## src/rtl/aes_byte_if.sv

```systemverilog
// Byte-serial wrapper around the AES-128 round engine: gathers key/plaintext bytes,
// runs the engine under a watchdog, and streams the 16 cipher bytes back out.
module aes_byte_if #(
  parameter int unsigned TIMEOUT = 255
) (
  input  logic         clk,
  input  logic         rst,
  input  logic         in_valid,
  output logic         in_ready,
  input  logic [7:0]   in_data,
  input  logic         in_keep_key,
  output logic         out_valid,
  input  logic         out_ready,
  output logic [7:0]   out_data,
  output logic [127:0] eng_plain,
  output logic [127:0] eng_key,
  output logic         eng_start,
  input  logic [127:0] eng_cipher,
  input  logic         eng_ok,
  output logic         busy,
  output logic         err
);

  typedef enum logic [2:0] {
    IDLE,
    LOAD_KEY,
    LOAD_PT,
    RUN,
    DRAIN
  } state_t;

  localparam logic [15:0] WDOG_LAST = 16'(TIMEOUT - 1);

  state_t        state;
  state_t        next_state;
  logic [3:0]    byte_cnt;
  logic [15:0]   wdog;
  logic [127:0]  shift;
  logic          in_fire;
  logic          out_fire;
  logic          timeout_hit;
  logic          load_key_byte;
  logic          load_pt_byte;
  logic [6:0]    byte_msb;

  assign in_fire     = in_valid & in_ready;
  assign out_fire    = out_valid & out_ready;
  assign timeout_hit = (wdog == WDOG_LAST);
  assign out_data    = shift[127:120];
  // Byte i lands at bit 127-8i, i.e. {~i, 3'b111}
  assign byte_msb    = {~byte_cnt, 3'b111};

  always_ff @(posedge clk) begin
    if (rst) begin
      state <= IDLE;
    end else begin
      state <= next_state;
    end
  end

  always_comb begin
    next_state    = state;
    load_key_byte = 1'b0;
    load_pt_byte  = 1'b0;
    out_valid     = 1'b0;
    eng_start     = 1'b0;
    busy          = 1'b1;
    case (state)
      IDLE: begin
        busy = 1'b0;
        if (in_fire) begin
          if (in_keep_key) begin
            load_pt_byte = 1'b1;
            next_state   = LOAD_PT;
          end else begin
            load_key_byte = 1'b1;
            next_state    = LOAD_KEY;
          end
        end
      end
      LOAD_KEY: begin
        if (in_fire) begin
          load_key_byte = 1'b1;
          if (byte_cnt == 4'd15) begin
            next_state = LOAD_PT;
          end
        end
      end
      LOAD_PT: begin
        if (in_fire) begin
          load_pt_byte = 1'b1;
          if (byte_cnt == 4'd15) begin
            next_state = RUN;
          end
        end
      end
      RUN: begin
        eng_start = 1'b1;
        // A result arriving on the watchdog's last cycle is still taken
        if (eng_ok) begin
          next_state = DRAIN;
        end else if (timeout_hit) begin
          next_state = IDLE;
        end
      end
      DRAIN: begin
        out_valid = 1'b1;
        if (out_fire && byte_cnt == 4'd15) begin
          next_state = IDLE;
        end
      end
      default: begin
        next_state = IDLE;
      end
    endcase
  end

  always_ff @(posedge clk) begin
    if (rst) begin
      byte_cnt  <= 4'd0;
      wdog      <= 16'd0;
      shift     <= 128'd0;
      eng_key   <= 128'd0;
      eng_plain <= 128'd0;
      err       <= 1'b0;
      in_ready  <= 1'b0;
    end else begin
      if (next_state == IDLE) begin
        byte_cnt <= 4'd0;
      end else if (load_key_byte || load_pt_byte || out_fire) begin
        byte_cnt <= byte_cnt + 4'd1;
      end

      if (load_key_byte) begin
        eng_key[byte_msb -: 8] <= in_data;
      end
      if (load_pt_byte) begin
        eng_plain[byte_msb -: 8] <= in_data;
      end

      if (state == RUN) begin
        wdog <= wdog + 16'd1;
      end else begin
        wdog <= 16'd0;
      end

      if (state == RUN && eng_ok) begin
        shift <= eng_cipher;
      end else if (out_fire) begin
        shift <= {shift[119:0], 8'h00};
      end

      if (state == RUN && !eng_ok && timeout_hit) begin
        err <= 1'b1;
      end else if (in_fire) begin
        err <= 1'b0;
      end

      // Registered so ready never depends on valid and stays low through reset
      in_ready <= (next_state == IDLE) || (next_state == LOAD_KEY) || (next_state == LOAD_PT);
    end
  end

endmodule

```

## config.mk

```make
export PLATFORM = sky130hd
export DESIGN_NAME = aes_byte_if
export DESIGN_NICKNAME = d
export VERILOG_FILES = /design/src/rtl/aes_byte_if.sv
export SDC_FILE = /design/constraint.sdc
export NUM_CORES = 1
export LEC_CHECK = 0
export CORE_UTILIZATION = 43
export DETAILED_ROUTE_END_ITERATION = 7
export PLACE_DENSITY = 0.72
export REMOVE_ABC_BUFFERS = 1
export SLEW_MARGIN = 40
export SYNTH_ARGS = -nofsm -noshare
export SYNTH_HDL_FRONTEND = slang
export SYNTH_SLANG_ARGS = --single-unit
export TNS_END_PERCENT = 10
```

## constraint.sdc

```tcl
create_clock -name clk -period 2.42 [get_ports clk]
set_input_delay 0.484 -clock clk [delete_from_list [all_inputs] [get_ports clk]]
set_output_delay 0.484 -clock clk [all_outputs]
set_load 0.005 [all_outputs]
```

==> run metrics, run 1 <==
outcome=finished, final reports clean; fin crit share=96.6%; EDFF count, synth=0; clock sinks=409; Worst Hold Slack=282 ps; row cnt=70; Total Wirelength=48.3 mm; antenna viol nets, final=0; area grow syn2layout=38.3%; Crit path buffers/inverters=1; Warnings, synthesis=0; Vias/cell=5.23; root buf cell=clkbuf_16; CP startpoint kind=flip-flop; DRC=0; GRT Util Overall=24.4%; initial antenna violation count=0; Async S/R FF share, synth=0%; top post-synthesis cells by area=dfxtp_1 51%, mux2i_1 14%, nor2_1 6.6%; delay-heaviest family, CP=buffers and inverters; crit-path max cell delay=550 ps; max_slew headroom=50.8%; sequential fraction of the synthesis area=50.6%; clock skew=28.4 ps; post-CTS setup buffer count=0; layout cell share with drive strength beyond 1=7.83%; Area after DPL=20,800 um^2; H-tree depth=2; top cell type by total area after synthesis=dfxtp_1; CTS tree=built; total gr overflow=0; Syn Inst Count=1,703; CP Cell Sequence=and3b_1 > clkdlybuf4s50_1; Die Span Y=196 um; die area=38,400 um^2; WS Path Type=reg2out; Pre-antenna DRT Iters=6; total of max-cap violations=0; #FFs+latches synth=409; RSZ-0062 raised after global routing=no; Max FO, Critical Path=11; setup TNS=0 ps; Starting Density=43.9%; Hold WC Path Type=in2reg; Ports=411; Syn Std Cell Area=16,200 um^2; first-pass GRT wire length=74.0 mm; Synth top area share=50.6%; Final Hold Fails=0; Wirelength per Cell=18.5 um; pins over their slew limit=0; Req. time, crit path=1940 ps; Arr. time, crit path=1850 ps; minimum period implied by the final worst setup slack=2340 ps; Cell variety after synth=46; CTS Buf Count=44; Top FF cell, synth=dfxtp_1; core region area=36,900 um^2; pwr dens=656 nW/um^2; crit end category=output port; ANT cells=0; CTS max path bufs=3; largest net degree at the start of global routing=120; worst-margin pin slew=738 ps; GP Congestion=0.847; peak supply drop=542 uV; clk_lat worst skew=570 ps; routed vias=13,700; hpwl dp=33.8 mm; die width=196 um; Finished Core Util=60.8%; post-route design area=22,400 um^2; Fmax=428 MHz; DRT iter0 DRCs=1,012; Clock transition at path regs=60 ps; Final Net Count=2,222; synthesized area per cell=9.51 um^2; number of global-route vias before repair=13,000; leak pwr=8.94 nW; final setup fails=0; input/output buffers=410; crit path max-delay cell type=clkdlybuf4s50_1
state kept, by name, indices dropped and copies added (netlist names):
signal / count
err: 1
eng_plain: 128
byte_cnt: 4
eng_key: 128
shift: 128
wdog: 16
in_ready: 1
state: 3
synth_stat cells, drive strengths merged (2+ instances only):
library cell and instances:
xnor2 5, and4b 2, and4 3, and2 18
ha 8, clkbuf 62, nand3 46, nor2 289
o211ai 3, nand2b 3, nand2 154, nor2b 4
nor4 3, inv 8, mux2i 225, a21oi 163
buf 76, nand4 6, xor2 7, and3 48
nor3 7, a31oi 2, o21ai 5, dfxtp 409
and3b 4, or3 4, a22oi 129
cell families after synthesis:
logic type               synth area share (%)
multiplexers                             14.0
flip-flops                               50.6
XOR/XNOR                                0.649
AND/OR/NAND/NOR                          17.7
adder cells (fa/ha/maj)                 0.618
buffers and inverters                    4.72
AO/OA/AOI/OAI                            11.7
layout make-up:
class	count	area, um^2
Fill cell	3102	14500
Multi-Input combinational cell	1147	7260
Clock inverter	17	254
Sequential cell	409	8190
Tap cell	504	631
Clock buffer	64	1330
Timing Repair Buffer	461	4700
Inverter	9	33.8
worst paths after layout:
path | end | cells past startpoint | startpoint | slack (ps)
worst max-delay path | eng_start | 2 | state[0] | 80
worst min-delay path | eng_key[110] | 2 | rst | 280
worst max register to register | eng_key[69] | 7 | byte_cnt[1] | 430
worst min register to register | eng_plain[4] | 2 | eng_plain[4] | 450
metrics by stage:
step / total power [mW] / cells / worst slack, ps
2_1_floorplan: 7.10 / 1565 / -3210
3_3_place_gp: 7.61 / 2530 / 90.7
3_5_place_dp: 7.62 / 2530 / -12.8
4_1_cts: 14.8 / 2611 / 27.1
5_1_grt: 15.1 / 2611 / 14.9
6_report: 14.7 / 2611 / 82.6
worst reg2reg max path, stage by stage (launching register included):
cell and delay, ps:
dfxtp_1 440, ha_1 330, ha_1 310, nor2b_1 220
nand4bb_1 140, buf_4 210, a21oi_1 170, nor2_1 60
power by group:
group          internal, mW  switching [mW]
registers              6.76          0.0222
logic                 0.344           0.353
clock network          4.45            2.76
total                  11.5            3.14
cells in the final DEF, fill, tap and decap left out, drive strengths merged, types with 9 or more instances in the layout:
cell and count:
and2 18, nand2 154, clkdlybuf4s50 409, mux2i 225
clkinv 11, inv 9, clkbuf 64, dfxtp 409
nor2 289, buf 52, a21oi 163, a22oi 129
nand3 46, and3 48
what timing repair did:
item | in CTS | in global routing
cloned | 0 | 0
setup endpoints to repair | 3 | 1
hold buffers | 0 | 0
pin swaps | 0 | 1
gates resized for setup | 4 | 1
metal layers:
layer / part of all wire [%] / vias up / GRT usage [%]
li1: - / 6636 / -
met1: 43 / 6511 / 31.3
met2: 47 / 406 / 39.5
met3: 4.7 / 113 / 3.63
met4: 4.8 / 0 / 13.3
met5: 0 / - / 0
Note: power is estimated with default switching activity, not from simulation.
==> run 2, diff against run 1 <==
CAP_MARGIN = 20   (was default)
SETUP_SLACK_MARGIN = 0.05   (was default)
==> run 2 against run 1 <==
Against the previous run: clock skew about the same; combinational power hardly changed; fmax rose by 0.79%; routed wire length hardly changed; worst setup slack improved by 18 ps; hold slack got worse by 0.73 ps; utilization hardly changed; die area is the same; total power about the same; final cell count stayed put; via count is 0.28% higher; sequential cell count stayed put.
==> run metrics, run 2 (synthesis gave the netlist of run 1 again) <==
DR top layer=met4; Place WS=-12.8 ps (unchanged); layout cell share with drive strength beyond 1=7.83% (unchanged); row cnt=70 (unchanged); Clock transition at path regs=60 ps (about the same); Final Hold Fails=0 (unchanged); area grow syn2layout=38.3% (about the same); minimum period implied by the final worst setup slack=2320 ps (-18.2 ps); routed vias=13,700 (+0.28%); met2 wire len=22.9 mm (about the same); r2r setup slk=420 ps (about the same); Non-Filler Instances=2,611 (unchanged); Pre-antenna DRT Iters=5 (-1); Final Net Count=2,222 (unchanged); clock sinks=409 (unchanged); die area=38,400 um^2 (unchanged); worst-margin pin slew=738 ps (+0.233 ps); number of global-route vias before repair=13,000 (-0.015%); post-route design area=22,400 um^2 (about the same); biggest regs=eng_key: 128 flops, eng_plain: 128 flops, shift: 128 flops; CTS tree=built; commonest non-fill, non-tap cells in the layout=409 x clkdlybuf4s50_1, 407 x dfxtp_1, 286 x nor2_1; max_slew headroom=50.8% (about the same); Req. time, crit path=1940 ps (about the same); fin crit share=95.8% (-0.75 points); delay-heaviest family, CP=buffers and inverters; crit path max-delay cell type=clkdlybuf4s50_1; WS Path Type=reg2out; antenna viol nets, final=0 (unchanged); Ports=411 (unchanged); die width=196 um (unchanged); pwr dens=655 nW/um^2 (about the same); Fill cells=3,102 (unchanged); Worst Hold Slack=282 ps (-0.730 ps); DRT iter0 DRCs=1,013 (+0.099%); Hold WC Path Type=in2reg; GP Congestion=0.847 (unchanged); leak pwr=8.94 nW (about the same); CTS Buf Count=44 (unchanged); Max FO, Critical Path=13 (+2); peak supply drop=542 uV (about the same); Tot Pwr=14.7 mW (about the same); setup slack after layout=101 ps (+18.2 ps); crit end category=output port; crit-path max cell delay=540 ps (about the same); post-CTS setup buffer count=0 (unchanged); outcome=finished, final reports clean; first-pass GRT wire length=74.0 mm (unchanged); Crit path buffers/inverters=2 (+1); Fmax=431 MHz (+0.79%); clock skew=28.3 ps (-0.150 ps); root buf cell=clkbuf_16; H-tree depth=2 (unchanged); largest net degree at the start of global routing=120 (unchanged); Die Span Y=196 um (unchanged); CP Cell Sequence=buf_4 > nor3_2 > clkdlybuf4s50_1; Placed Cells=2,530 (unchanged); total of max-cap violations=0 (unchanged); RSZ-0062 raised after global routing=yes; hpwl dp=33.8 mm (unchanged); initial antenna violation count=0 (unchanged); clk_lat worst skew=570 ps (about the same); Wirelength per Cell=18.5 um (about the same); total gr overflow=0 (unchanged); Total Wirelength=48.2 mm (about the same); pins over their slew limit=0 (unchanged); Vias/cell=5.25 (+0.28%); commonest non-fill, non-tap cell in the layout=clkdlybuf4s50_1; ANT cells=0 (unchanged); M1 wire length=20.7 mm (-0.49%); CP startpoint kind=flip-flop; setup TNS=0 ps (unchanged); Area after DPL=20,800 um^2 (unchanged); Finished Core Util=60.8% (about the same); Starting Density=43.9% (unchanged); core region area=36,900 um^2 (unchanged); final setup fails=0 (unchanged); input/output buffers=410 (unchanged); Arr. time, crit path=1840 ps (about the same); routed wl met3=2.35 mm (+3.2%); CTS max path bufs=3 (unchanged); DRC=0 (unchanged); GRT Util Overall=24.4% (unchanged)
-- run 2: worst register-to-register path, delay by kind of cell, from the launching register on --
| kind | cells | cell delay, ps |
|---|---|---|
| buffers and inverters | 1 | 220 |
| adder cells (fa/ha/maj) | 2 | 640 |
| AO/OA/AOI/OAI | 1 | 170 |
| flip-flops | 1 | 440 |
| AND/OR/NAND/NOR | 3 | 420 |
-- run 2: final timing paths --
check,from,endpoint,cells after the start
max,state[1],out_valid,3
min reg2reg,eng_plain[4],eng_plain[4],2
min,rst,eng_key[110],2
max reg2reg,byte_cnt[1],eng_key[69],7
-- run 2: timing repair --
action / CTS / global route
endpoints found under the setup margin: 3 / 2
hold buffers: 0 / 0
resized for setup: 4 / 2
pin swaps: 1 / 1
-- run 2: layer usage --
metal	up-vias	GRT usage (%)
met5	-	0
met4	0	13.3
met3	113	3.63
met2	440	39.5
met1	6518	31.3
li1	6633	-
-- run 2: area by class of cell --
type                    count  area [um^2]  share of cell area (%)
flip-flops and latches    409         8200                    36.6
multi-input cells        1147         7260                    32.4
repair buffers            461         4700                    21.0
clock buffers              64         1330                    5.92
well taps                 504          631                    2.81
clock inverters            17          254                    1.13
inverters                   9         33.8                   0.151
-- run 2: power breakdown --
| group | leakage [nW] | internal [mW] | total (mW) | switching, mW |
|---|---|---|---|---|
| Clock | 0.788 | 4.45 | 7.21 | 2.76 |
| Combinational | 4.86 | 0.344 | 0.697 | 0.352 |
| Sequential | 3.30 | 6.76 | 6.78 | 0.0222 |
